[config.mk]
export PLATFORM = sky130hd
export DESIGN_NAME = viterbi_acs
export DESIGN_NICKNAME = d
export VERILOG_FILES = /design/src/rtl/viterbi_acs.sv
export SDC_FILE = /design/constraint.sdc
export NUM_CORES = 2
export LEC_CHECK = 0
export CAP_MARGIN = 10
export CORE_MARGIN = 2
export CORE_UTILIZATION = 34
export DETAILED_ROUTE_END_ITERATION = 8
export MAX_ROUTING_LAYER = met4
export PLACE_DENSITY = 0.55
export SYNTH_ARGS = -nofsm -noshare
export SYNTH_HDL_FRONTEND = slang
export SYNTH_SLANG_ARGS = --single-unit
[constraint.sdc]
create_clock -name clk -period 215.5 [get_ports clk]
set_clock_uncertainty 0.05 [all_clocks]
set_input_delay 32.325 -clock clk [delete_from_list [all_inputs] [get_ports clk]]
set_output_delay 32.325 -clock clk [all_outputs]
set_load 0.005 [all_outputs]
[src/rtl/viterbi_acs.sv]
// Hard-decision add-compare-select stage for the K=7, rate-1/2 (171/133 octal) code.
// Each accepted symbol updates 64 modular path metrics and registers survivor bits plus the best state.
module viterbi_acs #(
  parameter int PM_W    = 8,
  parameter int PM_INIT = 64
) (
  input  logic        clk,
  input  logic        rst_n,
  input  logic        clr,
  input  logic        dv_in,
  input  logic [1:0]  din,
  output logic        dv_out,
  output logic [63:0] dec,
  output logic [5:0]  best_state
);

  localparam int NS = 64;

  logic [PM_W-1:0] pm     [NS];
  logic [PM_W-1:0] pm_nxt [NS];
  logic [NS-1:0]   sel;
  logic [5:0]      best_nxt;

  // Expected {G1,G0} for the transition into ns. j is the bit that leaves the register (lag 6).
  function automatic logic [1:0] branch_out(input logic [5:0] ns, input logic j);
    logic g0;
    logic g1;
    g0 = ns[5] ^ ns[4] ^ ns[3] ^ ns[2] ^ j;
    g1 = ns[5] ^ ns[3] ^ ns[2] ^ ns[0] ^ j;
    return {g1, g0};
  endfunction

  function automatic logic [PM_W-1:0] hamming(input logic [1:0] a, input logic [1:0] b);
    logic [1:0] x;
    x = a ^ b;
    return PM_W'(x[0]) + PM_W'(x[1]);
  endfunction

  always_comb begin
    logic [5:0]      ns;
    logic [PM_W-1:0] m0;
    logic [PM_W-1:0] m1;
    logic [PM_W-1:0] diff;
    // NOTE: every variable gets a default before any conditional use so no latch is inferred.
    ns   = '0;
    m0   = '0;
    m1   = '0;
    diff = '0;
    sel  = '0;
    for (int i = 0; i < NS; i++) begin
      pm_nxt[i] = '0;
    end
    for (int i = 0; i < NS; i++) begin
      ns   = 6'(i);
      m0   = pm[{ns[4:0], 1'b0}] + hamming(din, branch_out(ns, 1'b0));
      m1   = pm[{ns[4:0], 1'b1}] + hamming(din, branch_out(ns, 1'b1));
      // Modular compare: a set MSB of the difference means m1 is strictly smaller.
      diff      = m1 - m0;
      sel[i]    = diff[PM_W-1];
      pm_nxt[i] = diff[PM_W-1] ? m1 : m0;
    end
  end

  // Linear scan with strict-less update keeps the lowest index on ties.
  always_comb begin
    logic [PM_W-1:0] best_m;
    logic [PM_W-1:0] d;
    best_nxt = '0;
    best_m   = pm_nxt[0];
    d        = '0;
    for (int i = 1; i < NS; i++) begin
      d = pm_nxt[i] - best_m;
      if (d[PM_W-1]) begin
        best_nxt = 6'(i);
        best_m   = pm_nxt[i];
      end
    end
  end

  always_ff @(posedge clk or negedge rst_n) begin
    if (!rst_n) begin
      // NOTE: the metric array is reset, not left uninitialised, because decoding depends on its start values.
      for (int i = 0; i < NS; i++) begin
        pm[i] <= (i == 0) ? '0 : PM_W'(PM_INIT);
      end
      dv_out     <= 1'b0;
      dec        <= '0;
      best_state <= '0;
    end else begin
      // NOTE: non-blocking assignments so every metric updates from the previous beat's values.
      dv_out <= dv_in & ~clr;
      if (clr) begin
        for (int i = 0; i < NS; i++) begin
          pm[i] <= (i == 0) ? '0 : PM_W'(PM_INIT);
        end
      end else if (dv_in) begin
        for (int i = 0; i < NS; i++) begin
          pm[i] <= pm_nxt[i];
        end
        dec        <= sel;
        best_state <= best_nxt;
      end
    end
  end

endmodule
==> key figures <==
Place
  – HPWL after DPL: 282 mm
  – Input/output buffers: 76
  – Final GP Congestion: 1.01

Yosys
  – Synth Area in Compound Gates: 0.198
  – Cell types occupying the most area after synthesis: dfrtp_1 (15%), ha_1 (10%), mux2i_1 (8.4%)
  – Net Count, Synth: around 12000
  – Yosys warning count: 0
  – Most used flip-flop cell after synthesis: dfrtp_1
  – Synth top cells by count: nor2_1 (1566), nand2_1 (1099), a21oi_1 (770)
  – Register area share after synthesis: 0.166
  – Post-synth cell types: 194
  – Simple-Gate Fraction of Synth Area: 0.222
  – Largest family of logic cells by synthesized area: simple AND/OR/NAND/NOR gates
  – Synth Cell Area: 88500 sq um
  – Gate Count Post-Synth: around 11000
  – Syn Area/Cell: 7.82 sq um
  – Number of synthesized flops with an enable pin: 0
  – Seq cells post-synth: 583
  – Post-synth ARST share: 1.00
  – Mux share of post-synthesis cell area: 0.119
  – Top-count cell post-synth: nor2_1
  – Synth area leader: dfrtp_1
  – Xor/xnor cell area share of the yosys netlist: 0.122
  – Adder-cell share of the synthesized area: 0.112
  – Yosys top cell area share: 0.147

Route
  – WL per Instance: between 20 and 25 um
  – Total number of vias: 83400
  – Initial DRT Pass Iterations: 6
  – Drt initial violations: approximately 8000
  – DRT antenna net count: 0
  – Final wirelength: 357 mm
  – DR vias/cell: 5.71
  – Drt drc: 0

Clock tree
  – Hold Buf Count CTS: 0
  – Clk pin slew, worst setup/hold paths: 0.06 ns
  – Postcts setup bufs: 0
  – CTS Buf Count: 86
  – Clock insertion delay at the later pin of the skew report: between 0.7 and 0.8 ns
  – Root buf cell: clkbuf_16
  – H-Tree Level Count: 3
  – CTS tree: yes
  – Sinks on Clock Net: 583
  – Cts repair resizes: 0
  – CTS max path bufs: 3

Timing
  – Worst slew margin: 0.123
  – Final hold vios: 0
  – Setup violators final: 0
  – Post-route minimum period: about 170 ns
  – Fmax: 5.96 MHz
  – Worst-Margin Slew: 1.32 ns
  – Max-slew violations: 0
  – RSZ-0062 raised after global routing: no
  – Period utilisation layout: 0.779
  – Fin Setup TNS: 0 ns

Final layout
  – Area Overhead vs Synth: 7.17%
  – Layout cells sized above 1: 0.121
  – Seq. cell area: 14700 sq um
  – Area taken by multi-input logic gates: approximately 69000 sq um
  – Layout fillers: 27200
  – Nets: around 12000

Global routing
  – First-pass GRT wire length: ~520 mm
  – Gr ovfl total: 0
  – Largest net degree at the start of global routing: 164
  – Initial antenna violation count: 18
  – Vias in the first global route: 77100
  – Tot GR Track Use: 0.268

Critical path
  – Critical path capture point type: flip-flop
  – CP Buf/Inv Count: 19
  – Critical path class: in -> reg
  – Largest delay contributor family on the critical path: compound AO/OA/AOI/OAI gates
  – WP data arrival: 168.39 ns
  – Critical path startpoint category: input port
  – WP data required: approximately 220 ns
  – Largest stage delay, worst path: 0.91 ns
  – Crit Path Max Fanout: 21
  – CP dominant cell by count: ha_1
  – Slowest cell on crit path: xnor2_2

Die
  – Num rows: approximately 190
  – Core Area: about 260000 sq um
  – Starting Density: 0.342
  – Die area: 265000 sq um
  – Die width: 514 um
  – I/O pin count: 77
  – Die H: 514 um

Hold path
  – Worst hold path type: reg -> reg

Status
  – Status: completed

Flow run
  – Max_cap viols: 0
## cell usage in the layout, fill, tap and decap left out, drive strengths merged, types with 501 or more instances in the layout
cell	instances
a21oi	826
o21ai	620
dfrtp	520
nor2	1588
nand2	1118
ha	723
xor2	595
mux2i	771
inv	501
xnor2	587
## sequential cells by signal, indices dropped and copies added, names as in the netlist
signal,cells
best_state,6
pm,512
dv_out,1
dec,64
## worst reg2reg max path, delay by kind of cell (launching register included)
family          cells  cell delay, ns
mux                37            9.86
buf+inv            16            2.66
compound gates    215           55.36
fa+ha+maj          67           22.82
simple gates      189           33.61
xor+xnor           26            9.63
flops               1            0.48
## area by class of cell
type | count | share of cell area
sequential | 583 | 0.155
tap | 3402 | 0.0449
clock buffer | 122 | 0.0255
inverter | 499 | 0.0198
multi-input combinational | 9647 | 0.722
clock inverter | 36 | 0.00500
antenna | 8 | 0.000211
timing repair buffer | 322 | 0.0279
## per-layer routing
layer / routed length (um) / track usage / vias to the layer above / part of all wire
met4: 15000 / 0.0984 / 0 / 0.042
met2: 158000 / 0.412 / 2798 / 0.44
li1: - / - / 39700 / -
met1: 162000 / 0.361 / 40400 / 0.45
met3: 21400 / 0.0289 / 538 / 0.060
met5: 0 / - / - / 0
## through the flow
stage / setup WS [ns] / hold WS (ns) / instances / area [sq um] / utilization
after global placement: 50.77 / 0.408 / 14500 / 92000 / 0.355
after detailed placement: 49.12 / 0.418 / 14500 / 92000 / 0.355
final: 47.66 / 0.425 / 14600 / 94900 / 0.366
after global routing: 37.42 / 0.452 / 14600 / 94900 / 0.366
after CTS: 49.47 / 0.431 / 14600 / 94900 / 0.366
after floorplan: 68.80 / 0.420 / 11300 / 88500 / -
## cells by family after synthesis
| group | count (synthesis) |
|---|---|
| fa+ha+maj | 806 |
| flops | 583 |
| simple gates | 4118 |
| buf+inv | 1095 |
| compound gates | 2551 |
| mux | 987 |
| xor+xnor | 1185 |
## final timing paths
path | depth (start not counted) | endpoint | slack (ns) | startpoint
min reg2reg | 2 | dec[28] | 0.42 | dec[28]
max reg2reg | 550 | best_state[4] | 80.80 | pm[505]
min | 2 | dec[28] | 0.42 | dec[28]
max in group asynchronous | 3 | pm[464] | 181.76 | rst_n
min in group asynchronous | 1 | pm[85] | 31.46 | rst_n
max | 554 | best_state[4] | 47.66 | din[0]
Power is left out: the tool's default activity adds up to more than one toggle a clock period on the data nets, which glitch-free logic cannot reach.
